==> src/rtl/fetch_stage.sv <==
// rtl/fetch_stage.sv - RV32 IF stage: PC, single-outstanding imem fetch, IF/ID register
// Optional FETCH_PERF_EN adds stall/flush performance counters.
module fetch_stage #(
    parameter logic [31:0] RESET_PC = 32'h0000_0000,
    parameter logic [31:0] NOP_INST = 32'h0000_0013
) (
    input  logic        CLK,
    input  logic        RSTn,
    input  logic        PCWrite,
    input  logic        IF_ID_Write,
    input  logic        BrFlush,
    input  logic [31:0] BrTarget,
    output logic        imem_req,
    output logic [31:0] imem_addr,
    input  logic        imem_ready,
    input  logic        imem_rvalid,
    input  logic [31:0] imem_rdata,
    output logic [31:0] IF_ID_PC,
    output logic [31:0] IF_ID_INST,
    output logic        IF_ID_Valid,
    output logic [4:0]  IF_ID_RS1,
    output logic [4:0]  IF_ID_RS2,
    output logic [6:0]  OP
`ifdef FETCH_PERF_EN
    ,
    output logic [31:0] perf_stall_cycles,
    output logic [31:0] perf_flush_count
`endif
);

    typedef enum logic [1:0] {S_IDLE, S_REQ, S_WAIT, S_HOLD} state_t;

    state_t      state, state_nx;
    logic [31:0] pc, pc_nx;
    logic [31:0] hold_inst, hold_inst_nx;
    logic        kill, kill_nx;
    logic        advance, accept, live_rsp, avail, deliver;
    logic [31:0] avail_inst;

    assign advance    = PCWrite && IF_ID_Write;
    assign accept     = (state == S_REQ) && imem_ready;
    assign live_rsp   = (state == S_WAIT) && imem_rvalid && !kill;
    assign avail      = live_rsp || (state == S_HOLD);
    assign avail_inst = (state == S_HOLD) ? hold_inst : imem_rdata;
    assign deliver    = advance && avail && !BrFlush;

    assign imem_req  = (state == S_REQ);
    assign imem_addr = pc;

    assign IF_ID_RS1 = IF_ID_INST[19:15];
    assign IF_ID_RS2 = IF_ID_INST[24:20];
    assign OP        = IF_ID_INST[6:0];

    always_comb begin
        state_nx     = state;
        pc_nx        = pc;
        kill_nx      = kill;
        hold_inst_nx = hold_inst;
        if (deliver)
            pc_nx = pc + 32'd4;
        if (BrFlush)
            pc_nx = BrTarget & ~32'd3;
        case (state)
            S_IDLE: state_nx = S_REQ;
            S_REQ: begin
                // A redirect accepted in the same cycle still owes a response; kill drops it.
                if (accept) begin
                    state_nx = S_WAIT;
                    kill_nx  = BrFlush;
                end
            end
            S_WAIT: begin
                if (imem_rvalid) begin
                    kill_nx = 1'b0;
                    if (live_rsp && !BrFlush && !advance) begin
                        state_nx     = S_HOLD;
                        hold_inst_nx = imem_rdata;
                    end else begin
                        state_nx = S_REQ;
                    end
                end else if (BrFlush) begin
                    kill_nx = 1'b1;
                end
            end
            S_HOLD: begin
                if (BrFlush || advance)
                    state_nx = S_REQ;
            end
            default: state_nx = S_IDLE;
        endcase
    end

    always_ff @(posedge CLK or negedge RSTn) begin
        if (!RSTn) begin
            state     <= S_IDLE;
            pc        <= RESET_PC;
            kill      <= 1'b0;
            hold_inst <= '0;
        end else begin
            state     <= state_nx;
            pc        <= pc_nx;
            kill      <= kill_nx;
            hold_inst <= hold_inst_nx;
        end
    end

    // Bubbles keep the old PC; only the instruction and valid bit are meaningful.
    always_ff @(posedge CLK or negedge RSTn) begin
        if (!RSTn) begin
            IF_ID_PC    <= '0;
            IF_ID_INST  <= NOP_INST;
            IF_ID_Valid <= 1'b0;
        end else if (BrFlush) begin
            IF_ID_INST  <= NOP_INST;
            IF_ID_Valid <= 1'b0;
        end else if (deliver) begin
            IF_ID_PC    <= pc;
            IF_ID_INST  <= avail_inst;
            IF_ID_Valid <= 1'b1;
        end else if (IF_ID_Write && !avail) begin
            IF_ID_INST  <= NOP_INST;
            IF_ID_Valid <= 1'b0;
        end
    end

`ifdef FETCH_PERF_EN
    always_ff @(posedge CLK or negedge RSTn) begin
        if (!RSTn) begin
            perf_stall_cycles <= '0;
            perf_flush_count  <= '0;
        end else begin
            if (!IF_ID_Write)
                perf_stall_cycles <= perf_stall_cycles + 32'd1;
            if (BrFlush)
                perf_flush_count <= perf_flush_count + 32'd1;
        end
    end
`endif

endmodule
==> config.mk <==
export PLATFORM = sky130hd
export DESIGN_NAME = fetch_stage
export DESIGN_NICKNAME = d
export VERILOG_FILES = /design/src/rtl/fetch_stage.sv
export SDC_FILE = /design/constraint.sdc
export NUM_CORES = 1
export LEC_CHECK = 0
export CAP_MARGIN = 20
export CORE_MARGIN = 1.5
export CORE_UTILIZATION = 47
export DETAILED_ROUTE_END_ITERATION = 7
export PLACE_DENSITY = 0.8
export SLEW_MARGIN = 20
export SYNTH_ARGS = -nofsm -noshare
export SYNTH_HDL_FRONTEND = slang
export SYNTH_SLANG_ARGS = --single-unit
==> constraint.sdc <==
create_clock -name CLK -period 2.5 [get_ports CLK]
set_input_delay 0.5 -clock CLK [delete_from_list [all_inputs] [get_ports CLK]]
set_output_delay 0.5 -clock CLK [all_outputs]
set_load 0.05 [all_outputs]
=== Word level (Yosys, flattened, before mapping) ===
Cells that the tools add are included.

* Add/sub/neg operators: 1
* Equality and inequality tests: 7
* Muxes and demuxes: 18
* Bitwise logic cells: 1
* Reductions and logical operators: 23

{| class="wikitable"
|+ Operators by type and width
! cell !! number
|-
| 32-bit 2-to-1 mux || 6
|-
| 32-bit by 3-bit adder with 32-bit output, second input constant || 1
|-
| 1-bit logical AND || 9
|-
| 3-bit AND reduction || 3
|-
| 2-bit 2-to-1 mux || 4
|-
| 2-bit one-hot mux with 4 select lines || 1
|-
| 1-bit 2-to-1 mux || 6
|-
| 2-bit equality test, second input constant || 2
|-
| 1-bit zero test || 4
|-
| 2-bit by 1-bit inequality test with 1-bit output, second input constant || 2
|-
| 2-bit nonzero test || 2
|-
| 3-bit inequality test, second input constant || 1
|-
| 3-bit nonzero test || 1
|-
| 2-bit by 1-bit equality test with 1-bit output, second input constant || 1
|-
| 2-bit zero test || 1
|-
| 1-bit logical OR || 2
|-
| 2-bit inequality test, second input constant || 1
|-
| 1-bit one-hot mux with 2 select lines || 1
|-
| 2-bit AND reduction || 1
|-
| 1-bit inverter || 1
|}

* Bits in registers: 132
* Bits of input ports: 71
* Output and inout bits: 115
* Logic and storage cells: 57

=== Longest topological paths before layout ===
Gate-level depths: netlist (run 1).

* Word-level depth: 9
* Gate-level depth with buffers: 10
* Depth with buffers taken out: 6

=== Worst setup path after synthesis (run 1) ===
Ideal clock, no wire load.

* Path type: register -> register
* Start point: reg pc[2] (netlist: imem_addr[2])
* End point: reg pc[26] (netlist: imem_addr[26])
* Library setup time: 0.082 ns
* Arrival: 2.069 ns
* Required time: 2.418 ns
* Setup slack: 0.349 ns
* Cell stages (with the launch flop): 7
* Buffers on the path: 1
* Clock period less this slack: 2.151 ns
* Path through: dfrtp_1 ha_1 and3_1 buf_2 nand4_1 or4_1 a31oi_1

* Longest elaborated chain between the ends: 3

{| class="wikitable"
|+ Ends and longest elaborated chain
! what !! line !! source
|-
| start, declared || 34 || <nowiki>logic [31:0] pc, pc_nx;</nowiki>
|-
| start signal, assigned || 101 || <nowiki>pc <= pc_nx;</nowiki>
|-
| 32-bit by 3-bit adder with 32-bit output || 60 || <nowiki>pc_nx = pc + 32'd4;</nowiki>
|-
| 32-bit 2-to-1 mux || 59 || <nowiki>if (deliver)</nowiki>
|-
| 32-bit 2-to-1 mux || 61 || <nowiki>if (BrFlush)</nowiki>
|}

No other way between the ends. The select of a mux whose other input is x is not followed.
A chain may end at the register's enable or synchronous reset.

=== Worst setup path in the final report (run 1) ===
* Start point: reg pc[25] (netlist: imem_addr[25])
* End point: out imem_addr[25]

{| class="wikitable"
|+ RTL lines
! what !! line !! source
|-
| end, declared || 14 || <nowiki>output logic [31:0] imem_addr,</nowiki>
|}

No word-level cell between the ends.

==> impl_metrics.csv, run 1 <==
group,metric,value,unit
outcome,status,"finished clean",
detailed_routing,wl,15800,µm
run,maxCapViolations,0,
power,p_switching,0.00324,W
clock_tree,hold_buffers,0,
detailed_routing,drcViolationCount,0,
synth,ys_async_sr_fraction,1.00,
clock_tree,clk_latency,0.42,ns
grt,grt_pass1_vias,4823,
place,dp_hpwl,10700,µm
grt,grt_usage,0.237,
clock_tree,cts-root-buf,"clkbuf_16",
detailed_routing,drt_first_pass_iters,5,
floorplanning,placementRows,41,
detailed_routing,viasPerCell,5.58,
power,max-vdd-ir-drop,601,µV
timing,period_needed,2.38,ns
final_layout,nets,751,
clock_tree,clockBufferDepth,2,
floorplanning,die_w,117,µm
power,p_int,0.00586,W
final_layout,diodes,0,
synth,syn-cell-area,6110,µm²
synth,ys_ff_latch,128,
detailed_routing,ant_nets,0,
setup_path,path_cells,"clkdlybuf4s50_1",
synth,synth_top_area_frac,0.512,
setup_path,critical_path_class,"reg -> out",
timing,slew_headroom,0.558,
timing,finClkSkew,0.00650,ns
final_layout,drive_gt1_frac,0.169,
timing,setup-tns-final,0,ns
synth,synth_edf_count,0,
setup_path,cp.arrival,1.88,ns
clock_tree,clk_pin_slew,0.06,ns
synth,synth_top_flop_cell,"dfrtp_1",
setup_path,cp_num_buf_inv,1,
synth,synth.largest_area_cell,"dfrtp_1",
timing,timing.fmax,420,MHz
grt,antenna_found_initial,0,
final_layout,area_delta_synth_final,41.7,%
clock_tree,cts_buffers,17,
timing,worst_slack,0.121,ns
floorplanning,fp.coreArea,12700,µm²
timing,rsz0062_at_grt,"false",
power,leakage,3.59,nW
synth,synth.area.top_cells,"dfrtp_1 (51%), mux2_2 (11%), mux2i_1 (5.4%), o2bb2ai_1 (4.2%), buf_4 (3.1%)",
timing,post-route-period-util,0.951,
setup_path,cp_max_fo,11,
power,power_density,1050,nW/µm²
floorplanning,ios,186,
synth,avgSynthCellArea,11.8,µm²
detailed_routing,first_iter_violations,286,
floorplanning,die_h,117,µm
power,switching_share,0.356,
place,place_congestion,0.831,
final_layout,fillers,954,
synth,ys_warn_count,0,
place,place_ws,-0.0348,ns
min_path,hold_path.class,"in -> async",
clock_tree,cts_sinks,128,
setup_path,slowest_delay,0.88,ns
setup_path,critPathTopFamily,"buffers and inverters",
floorplanning,die_area,13700,µm²
clock_tree,tritoncts,"yes",
floorplanning,start_util,0.482,
synth,yosysMostFrequentCell,"dfrtp_1",
grt,grt_max_degree,129,
setup_path,rrSetupSlack,0.18,ns
power,p_clk_frac,0.320,
synth,synth_cells,518,
setup_path,setup.worst_path.end_class,"output port",
detailed_routing,vias,4802,
timing,hold_viol,0,
clock_tree,htree_num_levels,4,
setup_path,worstSetupStartpointType,"register",
detailed_routing,wl_per_cell,18.4,µm
setup_path,critPathSlowestCell,"clkdlybuf4s50_1",
power,pwr-share-comb,0.354,
grt,grt_pass1_wl,24600,µm
setup_path,required,2.00,ns
timing,finalSetupViolCount,0,
synth,ys_seq_area_frac,0.525,
place,io_buffer_count,179,
synth,ys_types,46,
grt,gr-total-overflow,0,
timing,drv_slew,0,
synth,yosys-top-cells-count,"dfrtp_1 (125), mux2_2 (61), mux2i_1 (33)",
power,p_seq_frac,0.326,
timing,worst_slew_pin_slew,0.663,ns
-- sequential cells by signal (all words and copies together), names as in the netlist --
signal and flops:
IF_ID_INST 32, hold_inst 32, IF_ID_PC 30, imem_addr 30, state 2, IF_ID_Valid 1, kill 1
-- layout make-up --
type / count / area (µm²) / share of cell area
clock buffers: 18 / 429 / 0.0496
multi-input cells: 327 / 2550 / 0.295
clock inverters: 14 / 263 / 0.0304
inverters: 8 / 30.0 / 0.00347
flip-flops and latches: 128 / 3210 / 0.371
well taps: 172 / 215 / 0.0249
repair buffers: 193 / 1960 / 0.226
-- layout by cell type, fill, tap and decap left out, types with 7 or more instances in the layout --
cell type	instances
dfrtp_1	125
clkbuf_16	17
and3_1	8
xor2_1	8
mux2i_1	33
inv_1	8
clkdlybuf4s50_1	177
a31oi_1	19
nand3_1	10
mux2_2	61
o21ai_0	19
nand2_1	21
buf_4	10
nand4_1	7
or4_1	14
o31ai_1	12
bufinv_16	7
nor2_1	25
o2bb2ai_1	29
-- power by group through the flow --
stage | Combinational, W | Sequential [W] | Clock (W)
after floorplan | 0.00110 | 0.00401 | 0
after global placement | 0.00317 | 0.00295 | 0
after detailed placement | 0.00323 | 0.00299 | 0
after CTS | 0.00324 | 0.00297 | 0.00295
after global routing | 0.00338 | 0.00303 | 0.00304
final | 0.00322 | 0.00297 | 0.00291
-- kinds of logic (layout without fill, tap and decap cells) --
kind of cell	Yosys count	in the layout	synth area share
AO/OA/AOI/OAI	107	107	0.129
XOR/XNOR	8	8	0.0115
adder cells (fa/ha/maj)	5	5	0.0102
buffers and inverters	66	233	0.0602
flip-flops	128	128	0.525
multiplexers	95	95	0.168
other	1	4	0.000614
AND/OR/NAND/NOR	108	108	0.0950
-- stage by stage --
step                      cells  area [µm²]  hold slack [ns]  utilization  power (W)
after CTS                   860        8650            0.216        0.683    0.00916
after detailed placement    828        7960            0.477        0.628    0.00622
after global placement      828        7960            0.462        0.628    0.00611
after floorplan             521        6120            0.204            -    0.00511
final                       860        8650            0.196        0.683    0.00910
after global routing        860        8650            0.244        0.683    0.00946
-- timing repair --
item	CTS	global route
gates resized for setup	1	0
buffers inserted	0	0
setup endpoints to repair	1	0
hold endpoints to repair	0	0
-- per-layer routing --
metal / vias to the layer above / track usage / routed length, µm
met5: - / 0 / 0
met4: 0 / 0.101 / 429
met3: 34 / 0.0613 / 900
met2: 181 / 0.388 / 7860
met1: 2366 / 0.300 / 6620
li1: 2221 / - / -
-- path summary, 6_finish.rpt --
kind	start	endpoint	cells past startpoint
setup / recovery	imem_addr[25]$_DFFE_PN0P_	imem_addr[25]	1
hold / removal	RSTn	IF_ID_PC[28]$_DFFE_PN0P_	2
setup reg to reg	state[0]$_DFFE_PN0P_	imem_addr[29]$_DFFE_PN0P_	6
hold reg to reg	IF_ID_INST[7]$_DFFE_PN0P_	IF_ID_INST[7]$_DFFE_PN0P_	1
max in group asynchronous	RSTn	IF_ID_INST[2]$_DFFE_PN0P_	2
min in group CLK	IF_ID_INST[7]$_DFFE_PN0P_	IF_ID_INST[7]$_DFFE_PN0P_	1
Power figures use the tool's default switching activity.
==> inputs of run 2 (changes only) <==
--- a/config.mk
+++ b/config.mk
@@ -5,7 +5,7 @@
 export SDC_FILE = /design/constraint.sdc
 export NUM_CORES = 1
 export LEC_CHECK = 0
-export CAP_MARGIN = 20
+export CAP_MARGIN = 0
 export CORE_MARGIN = 1.5
 export CORE_UTILIZATION = 47
 export DETAILED_ROUTE_END_ITERATION = 7
==> results of run 2 <==
Same layout as run 1: the final DEF is identical, and so are final timing and power.
==> inputs of run 3 (changes only) <==
--- a/config.mk
+++ b/config.mk
@@ -8,9 +8,9 @@
 export CAP_MARGIN = 0
 export CORE_MARGIN = 1.5
 export CORE_UTILIZATION = 47
+export CTS_CLUSTER_DIAMETER = 80
 export DETAILED_ROUTE_END_ITERATION = 7
 export PLACE_DENSITY = 0.8
-export SLEW_MARGIN = 20
 export SYNTH_ARGS = -nofsm -noshare
 export SYNTH_HDL_FRONTEND = slang
 export SYNTH_SLANG_ARGS = --single-unit
==> results of run 3 <==
Same layout as run 1: the final DEF is identical, and so are final timing and power.
